**src/rtl/bist_pkg.sv**
```systemverilog
// bist_pkg
//   Shared definitions for the BIST stimulus/signature controller:
//   controller state encoding, default polynomials and seeds for the s832
//   benchmark (18 PI / 19 PO, PI G18 acts as the CUT synchronous reset),
//   and a single-step helper for tap-mask shift registers (LFSR and MISR).
package bist_pkg;

  typedef enum logic [1:0] {
    ST_IDLE = 2'd0,
    ST_INIT = 2'd1,
    ST_RUN  = 2'd2,
    ST_DONE = 2'd3
  } bist_state_e;

  // s832 defaults
  localparam int          S832_PI_W        = 18;
  localparam int          S832_PO_W        = 19;
  localparam logic [17:0] S832_LFSR_POLY   = 18'h20400;  // x^18+x^11+1
  localparam logic [17:0] S832_LFSR_SEED   = 18'h00001;
  localparam logic [18:0] S832_MISR_POLY   = 19'h40023;  // x^19+x^6+x^2+x+1
  localparam logic [18:0] S832_MISR_SEED   = 19'h00000;
  localparam int          S832_CUT_RST_BIT = 17;         // G18

  // One shift of a tap-mask register up to 32 bits wide: shift left by one,
  // the new LSB is the parity of the tapped bits, result truncated to w bits.
  function automatic logic [31:0] tap_step(input logic [31:0] s,
                                           input logic [31:0] poly,
                                           input int          w);
    logic [31:0] keep;
    keep = (w >= 32) ? 32'hFFFF_FFFF : ((32'd1 << w) - 32'd1);
    return ({s[30:0], 1'b0} | {31'd0, ^(s & poly)}) & keep;
  endfunction

endpackage

```
**src/rtl/bist_misr.sv**
```systemverilog
// bist_misr
//   Multiple-input signature register. Each enabled edge shifts the register
//   with tap-mask feedback and XORs in the response word.
//   Ports:
//     clk_sys - clock, state changes on the falling edge
//     rst     - synchronous active-high reset, clears the signature to 0
//     load    - load MISR_SEED (wins over enable)
//     enable  - absorb din on this edge
//     din     - response word (PO_W)
//     sig     - current signature (PO_W)
module bist_misr
  import bist_pkg::*;
#(
  parameter int               PO_W      = S832_PO_W,
  parameter logic [PO_W-1:0]  MISR_POLY = S832_MISR_POLY,
  parameter logic [PO_W-1:0]  MISR_SEED = S832_MISR_SEED
) (
  input  logic            clk_sys,
  input  logic            rst,
  input  logic            load,
  input  logic            enable,
  input  logic [PO_W-1:0] din,
  output logic [PO_W-1:0] sig
);

  logic [PO_W-1:0] sig_q;
  logic [PO_W-1:0] sig_d;

  always_comb begin
    sig_d = sig_q;
    if (load) begin
      sig_d = MISR_SEED;
    end else if (enable) begin
      sig_d = PO_W'(tap_step(32'(sig_q), 32'(MISR_POLY), PO_W)) ^ din;
    end
  end

  always_ff @(negedge clk_sys) begin
    if (rst) begin
      sig_q <= '0;
    end else begin
      sig_q <= sig_d;
    end
  end

  assign sig = sig_q;

endmodule

```
**src/rtl/bist_stim_sig_ctrl.sv**
```systemverilog
// bist_stim_sig_ctrl
//   BIST driver for a sequential CUT: holds the CUT in reset for INIT_CYCLES,
//   then applies NUM_PAT pseudo-random patterns from an LFSR on STIM while a
//   MISR compacts RESP. After the last response the signature is compared
//   against GOLDEN. All state changes on the falling edge of CK, the same
//   edge the CUT flops use.
//   Ports:
//     CK        - clock (falling edge active)
//     RST       - synchronous active-high reset
//     START     - level-sampled run request, honoured in IDLE and DONE
//     NUM_PAT   - pattern count, captured when START is accepted
//     GOLDEN    - expected signature
//     RESP      - CUT primary outputs
//     STIM      - CUT primary inputs (registered)
//     BUSY      - high in INIT and RUN
//     DONE      - high in DONE
//     SIGNATURE - MISR contents
//     PASS      - DONE and SIGNATURE == GOLDEN
//
//   state | meaning
//   IDLE  | waiting for START, STIM = 0
//   INIT  | CUT reset pin asserted on STIM for INIT_CYCLES edges
//   RUN   | one LFSR pattern per cycle on STIM, MISR absorbing RESP
//   DONE  | signature frozen, STIM = 0, START restarts
module bist_stim_sig_ctrl
  import bist_pkg::*;
#(
  parameter int              PI_W        = S832_PI_W,
  parameter int              PO_W        = S832_PO_W,
  parameter logic [PI_W-1:0] LFSR_POLY   = S832_LFSR_POLY,
  parameter logic [PI_W-1:0] LFSR_SEED   = S832_LFSR_SEED,
  parameter logic [PO_W-1:0] MISR_POLY   = S832_MISR_POLY,
  parameter logic [PO_W-1:0] MISR_SEED   = S832_MISR_SEED,
  parameter int              CUT_RST_BIT = S832_CUT_RST_BIT,
  parameter int              INIT_CYCLES = 2,
  parameter bit              MASK_RST    = 1'b1
) (
  input  logic            CK,
  input  logic            RST,
  input  logic            START,
  input  logic [15:0]     NUM_PAT,
  input  logic [PO_W-1:0] GOLDEN,
  input  logic [PO_W-1:0] RESP,
  output logic [PI_W-1:0] STIM,
  output logic            BUSY,
  output logic            DONE,
  output logic [PO_W-1:0] SIGNATURE,
  output logic            PASS
);

  localparam logic [PI_W-1:0] RST_ONEHOT = {{(PI_W-1){1'b0}}, 1'b1} << CUT_RST_BIT;
  // During RUN the CUT reset pin is held low so a random pattern cannot
  // reset the CUT mid-test; the LFSR itself keeps its full state.
  localparam logic [PI_W-1:0] RUN_MASK   = MASK_RST ? ~RST_ONEHOT : {PI_W{1'b1}};
  localparam logic [15:0]     INIT_LOAD  = (INIT_CYCLES > 0) ? 16'(INIT_CYCLES - 1) : 16'd0;

  bist_state_e     state_q, state_d;
  logic [PI_W-1:0] stim_q, stim_d;
  logic [PI_W-1:0] lfsr_q, lfsr_d;
  logic [PI_W-1:0] lfsr_step;
  logic [15:0]     pat_left_q, pat_left_d;
  logic [15:0]     init_left_q, init_left_d;
  logic            busy_q, busy_d;
  logic            done_q, done_d;
  logic            misr_load;
  logic            misr_en;

  always_comb begin
    state_d     = state_q;
    stim_d      = stim_q;
    lfsr_d      = lfsr_q;
    pat_left_d  = pat_left_q;
    init_left_d = init_left_q;
    misr_load   = 1'b0;
    misr_en     = 1'b0;
    lfsr_step   = PI_W'(tap_step(32'(lfsr_q), 32'(LFSR_POLY), PI_W));

    case (state_q)
      ST_IDLE, ST_DONE: begin
        stim_d = '0;
        if (START) begin
          pat_left_d = NUM_PAT;
          lfsr_d     = LFSR_SEED;
          misr_load  = 1'b1;
          if (INIT_CYCLES == 0) begin
            init_left_d = '0;
            if (NUM_PAT == 16'd0) begin
              state_d = ST_DONE;
            end else begin
              state_d = ST_RUN;
              stim_d  = LFSR_SEED & RUN_MASK;
            end
          end else begin
            init_left_d = INIT_LOAD;
            state_d     = ST_INIT;
            stim_d      = RST_ONEHOT;
          end
        end
      end

      ST_INIT: begin
        // init_left counts the INIT edges still to come after this one
        if (init_left_q == 16'd0) begin
          if (pat_left_q == 16'd0) begin
            state_d = ST_DONE;
            stim_d  = '0;
          end else begin
            state_d = ST_RUN;
            stim_d  = lfsr_q & RUN_MASK;
          end
        end else begin
          init_left_d = init_left_q - 16'd1;
        end
      end

      ST_RUN: begin
        // this edge absorbs the response to the pattern currently on STIM
        misr_en    = 1'b1;
        lfsr_d     = lfsr_step;
        pat_left_d = pat_left_q - 16'd1;
        if (pat_left_q == 16'd1) begin
          state_d = ST_DONE;
          stim_d  = '0;
        end else begin
          stim_d = lfsr_step & RUN_MASK;
        end
      end

      default: begin
        state_d = ST_IDLE;
        stim_d  = '0;
      end
    endcase

    busy_d = (state_d == ST_INIT) || (state_d == ST_RUN);
    done_d = (state_d == ST_DONE);
  end

  always_ff @(negedge CK) begin
    if (RST) begin
      state_q     <= ST_IDLE;
      stim_q      <= '0;
      lfsr_q      <= '0;
      pat_left_q  <= '0;
      init_left_q <= '0;
      busy_q      <= 1'b0;
      done_q      <= 1'b0;
    end else begin
      state_q     <= state_d;
      stim_q      <= stim_d;
      lfsr_q      <= lfsr_d;
      pat_left_q  <= pat_left_d;
      init_left_q <= init_left_d;
      busy_q      <= busy_d;
      done_q      <= done_d;
    end
  end

  bist_misr #(
    .PO_W      (PO_W),
    .MISR_POLY (MISR_POLY),
    .MISR_SEED (MISR_SEED)
  ) u_misr (
    .clk_sys (CK),
    .rst     (RST),
    .load    (misr_load),
    .enable  (misr_en),
    .din     (RESP),
    .sig     (SIGNATURE)
  );

  assign STIM = stim_q;
  assign BUSY = busy_q;
  assign DONE = done_q;
  assign PASS = done_q && (SIGNATURE == GOLDEN);

endmodule

```
**config.mk**
```make
export PLATFORM = sky130hd
export DESIGN_NAME = bist_stim_sig_ctrl
export DESIGN_NICKNAME = d
export VERILOG_FILES = /design/src/rtl/bist_pkg.sv /design/src/rtl/bist_misr.sv /design/src/rtl/bist_stim_sig_ctrl.sv
export SDC_FILE = /design/constraint.sdc
export NUM_CORES = 1
export LEC_CHECK = 0
export BUFFER_PORTS_ARGS = -buffer_cell sky130_fd_sc_hd__buf_2
export CORE_ASPECT_RATIO = 0.7
export CORE_MARGIN = 2
export CORE_UTILIZATION = 55
export DETAILED_ROUTE_END_ITERATION = 10
export PLACE_DENSITY_LB_ADDON = 0.05
export SYNTH_ARGS = -nofsm -noshare
export SYNTH_HDL_FRONTEND = slang
export SYNTH_SLANG_ARGS = --single-unit
```
**constraint.sdc**
```tcl
create_clock -name CK -period 3.1 [get_ports CK]
set_input_delay 0.775 -clock CK [delete_from_list [all_inputs] [get_ports CK]]
set_output_delay 0.775 -clock CK [all_outputs]
set_load 0.005 [all_outputs]
```
==> impl_metrics.toml, run 1 <==
[finish]
n_antenna_cell = 0
multi_input_area_um2 = 2930
final_util_pct = 83.7
nFillCells = 473
layout-drive-gt1-share_pct = 39.1
final_cells = 860
syn2layout_area_growth_pct = 49.5
nets = 815
seqCellArea_um2 = 1870

[place]
dp.cells = 719
dp_hpwl_mm = 9.16
place_congestion = 0.873
place.port_buffers = 96

[global_routing]
grt_remaining_overflow = 0
grt_pass1_vias = 4748
grt_first_pass_wirelength_mm = 22.6
grtUsageTotal_pct = 31.2
antenna_found_initial = 0
grt_max_degree = 37

[detailed_routing]
via_per_inst = 6.20
dr.pass1.iters = 5
num_vias = 5334
routed_wl_mm = 16.9
drc = 0
drt_iter0_markers = 554
ant_nets = 0
routedWlPerCell_um = 19.7

[yosys]
synth.distinct_cells = 55
synth_nets = 579
syn_area_um2 = 4670
netlist.area_leader.share_pct = 39.0
yosys.area.top_type = "dfxtp_1"
synth_edf_count = 0
ys_ff_latch = 91
yosysWarnings = 0
ys.flop_type = "dfxtp_1"
netlist_top_cells_area = "dfxtp_1 (39%), a22oi_1 (6.6%), xnor2_1 (5.3%)"
syn_inst = 514
async_reset_ff_share_pct = 0
ys_seq_area_share_pct = 39.0
avgSynthCellArea_um2 = 9.08

[clock_network]
clockBufferDepth = 2
root_buffer = "clkbuf_16"
htreeDepth = 3
clock_latency_ns = 0.47
cts_buffers = 9
tritoncts = "done"
path_clk_slew_ns = 0.07
cts.sinks = 91
ctsHoldBuffers = 0

[timing]
fin_worst_skew_ns = 0.0779
finalHoldViolCount = 0
drv_slew = 0
setup_viol = 40
rsz0062_at_grt = "true"
maxSlewHeadroom_pct = 43.8
timing.final.ws_setup_ns = -1.01
tightest_slew_ns = 0.835

[critical_path]
crit_type = "reg2out"
reg2reg_from = "init_left_q[0]"
worstPathMaxFanout = 2
critPathRequiredTime_ns = 2.32
cp-start-kind = "flop"
setup.worst_path.start = "u_misr.sig[6]"
endpoint_kind = "output pin"
arrival_ns = 3.34

[min_path]
hp-start = "STIM[13]"
min_path_type = "reg2reg"

[run]
cap_violations = 0

[floorplan]
start_util_pct = 56.0
fp-row-count = 28
ios = 97
core_um2 = 8340
die_w_um = 114
die_area_um2 = 9250
die_h_um = 81.1

[pwr]
powerDensity_nw_per_um2 = 872
vdd_drop_max_mv = 0.589
p_leak_nw = 3.06
finalPower_w = 0.00609

[outcome]
violations = "setup timing"
status = "finished, violations left"
==> cells by family (layout without fill, tap and decap cells) <==
kind of cell	count (synthesis)	count (layout)	synth area share, %
flip-flops	91	91	39.0
buffers and inverters	51	290	4.85
AO/OA/AOI/OAI	149	150	24.2
adder cells (fa/ha/maj)	8	8	2.14
XOR/XNOR	41	41	7.69
AND/OR/NAND/NOR	162	162	19.4
multiplexers	12	13	2.68
==> cell type report <==
cell class / count / area share [%]
well taps: 105 / 1.88
clock buffers: 9 / 3.23
inverters: 8 / 0.430
multi-input cells: 374 / 41.9
repair buffers: 175 / 19.7
clock inverters: 98 / 6.00
flip-flops and latches: 91 / 26.8
==> critical path, stage by stage, from the launching register on <==
cell	delay, ns
dfxtp_4	0.37
xor2_4	0.17
nor4_4	0.32
nand3_1	0.15
nor3_2	0.19
buf_2	0.14
==> final timing paths <==
kind | end | slack (ns) | depth (start not counted)
setup / recovery | PASS | -1.01 | 5
hold / removal | STIM[13] | 0.45 | 1
setup reg to reg | BUSY | 0.42 | 8
hold reg to reg | STIM[13] | 0.45 | 1
==> synthesized netlist by cell type (2+ instances only) <==
master / instances
dfxtp_1: 91
nor2_1: 53
a22oi_1: 41
xnor2_1: 28
a21oi_1: 26
clkbuf_1: 24
a211oi_1: 22
o2bb2ai_1: 17
nor4_1: 16
or4_1: 16
nand2_1: 14
xor2_1: 13
buf_2: 10
o31ai_1: 9
or3_1: 9
ha_1: 8
inv_1: 8
mux2i_1: 8
nand2b_1: 8
nor3_1: 8
o21ai_0: 8
buf_1: 5
and2_1: 4
mux2_2: 4
nand3_1: 4
nand4_1: 4
o22ai_1: 4
o41ai_1: 4
or2_2: 4
buf_6: 3
nor2b_1: 3
nor4_2: 3
nor4b_1: 3
o21a_1: 3
o41a_1: 3
or3b_2: 3
a2111oi_0: 2
a2111oi_2: 2
o41ai_4: 2
or4b_1: 2
==> power breakdown <==
| group | switching (W) | internal (W) |
|---|---|---|
| Clock | 0.000889 | 0.000788 |
| Combinational | 0.00163 | 0.00117 |
| Sequential | 0.000234 | 0.00138 |
| Total | 0.00275 | 0.00334 |
==> flip-flops by register name, summed over array words and instances (netlist names) <==
name and cells:
STIM 18, DONE 1, BUSY 1, pat_left_q 16, lfsr_q 18, init_left_q 16, state_q 2, u_misr.sig 19
==> per-stage QoR <==
step	cell area [µm²]	setup slack (ns)	hold WS (ns)	setup TNS, ns
6_report	6980	-1.01	0.449	-6.06
5_1_grt	6980	-1.02	0.477	-6.98
4_1_cts	6690	-0.842	0.443	-5.37
3_5_place_dp	5670	-0.432	0.441	-20.92
3_3_place_gp	5670	-0.392	0.439	-18.17
2_1_floorplan	5000	-0.196	0.445	-2.43
==> cells in the final DEF, fill, tap and decap left out, types with 7 or more instances in the layout <==
| master | count |
|---|---|
| inv_1 | 98 |
| ha_1 | 7 |
| buf_6 | 51 |
| buf_2 | 65 |
| nand2b_1 | 7 |
| or3_1 | 9 |
| a22oi_2 | 12 |
| or4_1 | 15 |
| nor2_1 | 51 |
| xor2_1 | 12 |
| a21oi_1 | 23 |
| dfxtp_1 | 53 |
| nand2_1 | 12 |
| nor4_1 | 13 |
| o31ai_1 | 9 |
| o2bb2ai_1 | 17 |
| xnor2_1 | 28 |
| clkbuf_16 | 9 |
| a22oi_1 | 29 |
| mux2i_1 | 7 |
| a211oi_1 | 13 |
| dfxtp_2 | 36 |
| buf_4 | 56 |
| a211oi_2 | 9 |
| nor3_1 | 7 |
==> layer usage <==
metal	up-vias	share of wire, %	global-route usage (%)
met1	2460	40	39.7
met5	-	0	0
li1	2406	-	-
met4	0	4.4	14.9
met3	80	10	11.0
met2	388	46	47.7
==> timing repair <==
item | CTS | global route
gates cloned | 1 | 1
pin swaps | 2 | 5
gates resized for setup | 74 | 33
setup endpoints to repair | 44 | 67
setup buffers | 16 | 25
Note: power is estimated with default switching activity, not from simulation.
==> inputs of run 2 (changes only) <==
REMOVE_ABC_BUFFERS = 1   (was unset)
==> run 2 against run 1 <==
  * The run still ends with setup timing left
  * Critical path depth unchanged
  * Clock skew fell by 0.028 ns
  * Register-to-register slack worse by 0.16 ns
  * Sequential cell count did not move
  * Power is 4.0% lower
  * Final cell count decreased by 0.81%
  * Global-route usage decreased by 2.2 points
  * Worst setup slack better by 0.15 ns
  * Die area stayed put
  * Clock power decreased by 7%
  * Sequential power hardly changed
  * Critical endpoint unchanged
==> impl_metrics.toml, run 2 (synthesis gave the netlist of run 1 again) <==
[floorplan]
die_area_um2 = 9250
die_w_um = 114
die_h_um = 81.1
ios = 97
start_util_pct = 56.0
core_um2 = 8340
fp-row-count = 28

[finish]
layout-drive-gt1-share_pct = 36.4
largest_reg_flops = 19
n_antenna_cell = 0
layout_common_cells = "inv_1 (98), buf_2 (66), dfxtp_1 (53)"
final_common_cell = "inv_1"
multi_input_area_um2 = 2810
seqCellArea_um2 = 1880
nets = 808
final_area_um2 = 6770
syn2layout_area_growth_pct = 45.0
final_cells = 853
final_util_pct = 81.2
nFillCells = 517

[critical_path]
arrival_ns = 3.19
rr_worst_depth = 8
max_stage_delay_ns = 0.35
critPathRequiredTime_ns = 2.32
cp-start-kind = "flop"
path_delay_family = "simple AND/OR/NAND/NOR gates"
r2r_end = "BUSY"
reg2reg_from = "init_left_q[0]"
crit_type = "reg2out"
crit_buf_inv = 1
crit_path_top_delay_cell = "dfxtp_2"
path_cells = "xor2_2 > nor4_2 > nand3_1 > nor3_2 > buf_2"
reg2reg_slack_ns = 0.26
endpoint_kind = "output pin"
worstPathMaxFanout = 2

[clock_network]
path_clk_slew_ns = 0.08
root_buffer = "clkbuf_16"
clock_latency_ns = 0.44
ctsHoldBuffers = 0
tritoncts = "done"
htreeDepth = 3
cts_buffers = 9
cts.sinks = 91
clockBufferDepth = 2

[place]
place_congestion = 0.851
place.port_buffers = 96
dp_hpwl_mm = 8.20
placed_area_um2 = 5450
dp.cells = 718

[pwr]
vdd_drop_max_mv = 0.624
finalPower_w = 0.00585
powerDensity_nw_per_um2 = 864
p_leak_nw = 2.98

[detailed_routing]
num_vias = 5008
dr.pass1.iters = 5
via_per_inst = 5.87
routed_wl_mm = 14.6
routedWlPerCell_um = 17.2
ant_nets = 0
drt_iter0_markers = 424
drc = 0

[global_routing]
grtUsageTotal_pct = 29.0
antenna_found_initial = 0
grt_first_pass_wirelength_mm = 21.5
grt_pass1_vias = 4759
grt_max_degree = 55
grt_remaining_overflow = 0

[outcome]
violations = "setup timing"
status = "finished, violations left"

[min_path]
hp-start = "STIM[7]"
whs_path_depth = 1
min_path_type = "reg2reg"
hold_end = "STIM[7]"

[run]
cap_violations = 0

[timing]
setup_viol = 41
tightest_slew_ns = 0.779
drv_slew = 0
finalHoldViolCount = 0
fin_worst_skew_ns = 0.0501
maxSlewHeadroom_pct = 46.7
timing.final.ws_setup_ns = -0.865
rsz0062_at_grt = "true"
-- run 2: worst reg2reg max path: stages, from the launching register on --
cell,delay (ns)
dfxtp_1,0.32
inv_1,0.11
ha_1,0.17
or4b_1,0.66
o41a_1,0.48
a2111oi_2,0.48
nor3_2,0.09
ha_1,0.29
nor2b_1,0.12
-- run 2: power by group --
part | internal, W | total, W | switching (W)
clock network | 0.000716 | 0.00157 | 0.000854
logic | 0.00115 | 0.00268 | 0.00153
registers | 0.00138 | 0.00160 | 0.000225
-- run 2: cell type report --
cell class	count	share of cell area, %
Sequential cell	91	27.7
Tap cell	105	1.94
Clock inverter	98	5.93
Timing Repair Buffer	168	19.1
Multi-Input combinational cell	374	41.5
Clock buffer	9	3.33
Inverter	8	0.444
-- run 2: through the flow --
| stage | setup TNS (ns) | hold WS (ns) | worst slack, ns |
|---|---|---|---|
| 6_report | -5.46 | 0.444 | -0.865 |
| 5_1_grt | -6.47 | 0.467 | -0.899 |
| 4_1_cts | -5.51 | 0.447 | -0.856 |
| 3_5_place_dp | -23.01 | 0.443 | -0.479 |
| 3_3_place_gp | -20.89 | 0.442 | -0.479 |
| 2_1_floorplan | -31.10 | 0.434 | -1.23 |
-- run 2: per-layer routing --
metal	up-vias	wire length, µm	global-route usage [%]
met5	-	0	0
met4	0	245	11.7
met3	31	974	11.6
met2	197	7080	47.2
met1	2383	6350	34.6
li1	2397	-	-
-- run 2: repair_timing --
| item | CTS | global route |
|---|---|---|
| pin swaps | 7 | 15 |
| setup buffers | 14 | 20 |
| endpoints found under the setup margin | 56 | 54 |
| hold endpoints to repair | 0 | 0 |
| resized for setup | 84 | 44 |
| cloned | 1 | 1 |
-- run 2: worst max path at each step --
stage / slack, ns / endpoint / start / cells past startpoint
global route: -0.90 / PASS / u_misr.sig[10] / 5
global placement: -0.48 / PASS / u_misr.sig[10] / 5
floorplan: -1.23 / pat_left_q[4] / START / 4
detailed placement: -0.48 / PASS / u_misr.sig[10] / 5
finish: -0.87 / PASS / u_misr.sig[6] / 5
CTS: -0.86 / PASS / u_misr.sig[1] / 5
==> inputs of run 3 (changes only) <==
CORE_MARGIN = unset   (was 2)
REMOVE_ABC_BUFFERS = unset   (was 1)
==> run 3 against run 2 <==
  * The flow finishes with violations (DRC, setup timing)
  * Wire length is 2.5% higher
  * Register-to-register slack better by 0.06 ns
  * Utilization is 3.1 points higher
  * Critical path depth stayed put
  * Die area is 4.2% lower
  * Via count is 4.0% higher
  * Cell area is 0.13% higher
==> impl_metrics.toml, run 3 (synthesis gave the netlist of run 1 again) <==
[place]
placed_area_um2 = 5660
place.port_buffers = 96
dp_hpwl_mm = 9.06
place_congestion = 0.842

[detailed_routing]
routedWlPerCell_um = 17.8
drc = 9
via_per_inst = 6.18
routed_wl_mm = 15.0
num_vias = 5206
drt_iter0_markers = 496
dr.pass1.iters = 8
ant_nets = 0

[finish]
final_area_um2 = 6780
largest_reg_flops = 19
nets = 802
n_antenna_cell = 0
syn2layout_area_growth_pct = 45.2
layout_common_cells = "inv_1 (99), buf_2 (71), dfxtp_1 (53)"
final_common_cell = "inv_1"
layout-drive-gt1-share_pct = 38.1

[clock_network]
tritoncts = "done"
clockBufferDepth = 2
root_buffer = "clkbuf_16"
clock_latency_ns = 0.43
path_clk_slew_ns = 0.03
cts.sinks = 91
cts_buffers = 9
htreeDepth = 3
ctsHoldBuffers = 0

[timing]
hold_ws_ns = 0.441
timing.final.ws_setup_ns = -0.808
rsz0062_at_grt = "true"
finalHoldViolCount = 0
fin_worst_skew_ns = 0.0435
tightest_slew_ns = 1.23
setup_viol = 40
maxSlewHeadroom_pct = 17.1
drv_slew = 0

[floorplan]
fp-row-count = 27
die_area_um2 = 8870
die_w_um = 112
ios = 97
core_um2 = 8040
start_util_pct = 58.1
die_h_um = 79.1

[critical_path]
worstPathMaxFanout = 2
endpoint_kind = "output pin"
cp-start-kind = "flop"
crit_type = "reg2out"
arrival_ns = 3.13
critPathRequiredTime_ns = 2.32

[global_routing]
grt_max_degree = 50
grt_pass1_vias = 5018
grt_remaining_overflow = 0
grt_first_pass_wirelength_mm = 23.3
antenna_found_initial = 0
grtUsageTotal_pct = 32.7

[pwr]
vdd_drop_max_mv = 0.629
pwr-share-seq_pct = 27.1
power.share.switching_pct = 45.4
power.switching_w = 0.00272
powerDensity_nw_per_um2 = 882
p_comb_share_pct = 46.8
internal-power_w = 0.00326
clkPwrFrac_pct = 26.0
p_leak_nw = 2.97

[run]
cap_violations = 0

[outcome]
status = "finished, violations left"
violations = "DRC, setup timing"

[min_path]
min_path_type = "reg2reg"
==> run 3: cell types whose count changed in the layout (fill, tap and decap cells not counted), moves of 4 or more <==
cell	change
buf_6	-6
buf_2	+5
a22oi_2	+10
buf_4	-6
a211oi_1	-9
nor4_1	-4
a211oi_2	+9
a22oi_1	-10
==> run 3: layer usage <==
metal	share of wire [%]	GRT usage [%]	up-vias
met3	9.2	10.4	31
met2	46	49.8	306
met4	1.7	12.4	0
met5	0	0	-
met1	43	43.4	2483
li1	-	-	2386
==> run 3: worst max-delay path: stages, from the launching register on <==
cell,delay [ns]
dfxtp_2,0.32
xor2_1,0.14
nor4_1,0.32
nand3_1,0.15
nor3_2,0.12
buf_2,0.13
==> run 3: worst paths after layout <==
check        slack (ns)           start  depth (start not counted)       to
max               -0.81   u_misr.sig[6]                          5     PASS
min                0.44         STIM[5]                          1  STIM[5]
min reg2reg        0.44         STIM[5]                          1  STIM[5]
max reg2reg        0.32  init_left_q[2]                          7     BUSY
==> run 3: timing repair <==
| item | 4_1_cts | 5_1_grt |
|---|---|---|
| setup endpoints to repair | 41 | 61 |
| buffers inserted | 11 | 16 |
| gates resized for setup | 68 | 31 |
| cloned | 0 | 2 |
| pin swaps | 2 | 9 |
==> run 3: metrics by stage <==
| stage | instances | utilization, % | setup TNS, ns | worst slack [ns] | total power, W |
|---|---|---|---|---|---|
| after floorplan | 514 | - | -2.43 | -0.196 | 0.00368 |
| after global placement | 716 | 70.4 | -17.78 | -0.375 | 0.00415 |
| after detailed placement | 716 | 70.4 | -20.63 | -0.410 | 0.00426 |
| after CTS | 832 | 81.8 | -5.20 | -0.803 | 0.00575 |
| after global routing | 843 | 84.3 | -6.23 | -0.870 | 0.00637 |
| final | 843 | 84.3 | -5.09 | -0.808 | 0.00598 |
==> run 3: area by class of cell <==
cell class / count / area, µm²
inverter: 8 / 30.0
multi-input combinational: 374 / 2910
timing repair buffer: 162 / 1220
sequential: 91 / 1870
fill: 473 / 1260
clock buffer: 9 / 225
tap: 101 / 126
clock inverter: 98 / 400
==> run 3: power by group through the flow <==
stage / registers (W) / logic, W / clock network, W
after floorplan: 0.00154 / 0.00196 / 0.000180
after global placement: 0.00158 / 0.00240 / 0.000180
after detailed placement: 0.00160 / 0.00248 / 0.000180
after CTS: 0.00160 / 0.00258 / 0.00157
after global routing: 0.00164 / 0.00300 / 0.00173
final: 0.00162 / 0.00280 / 0.00156
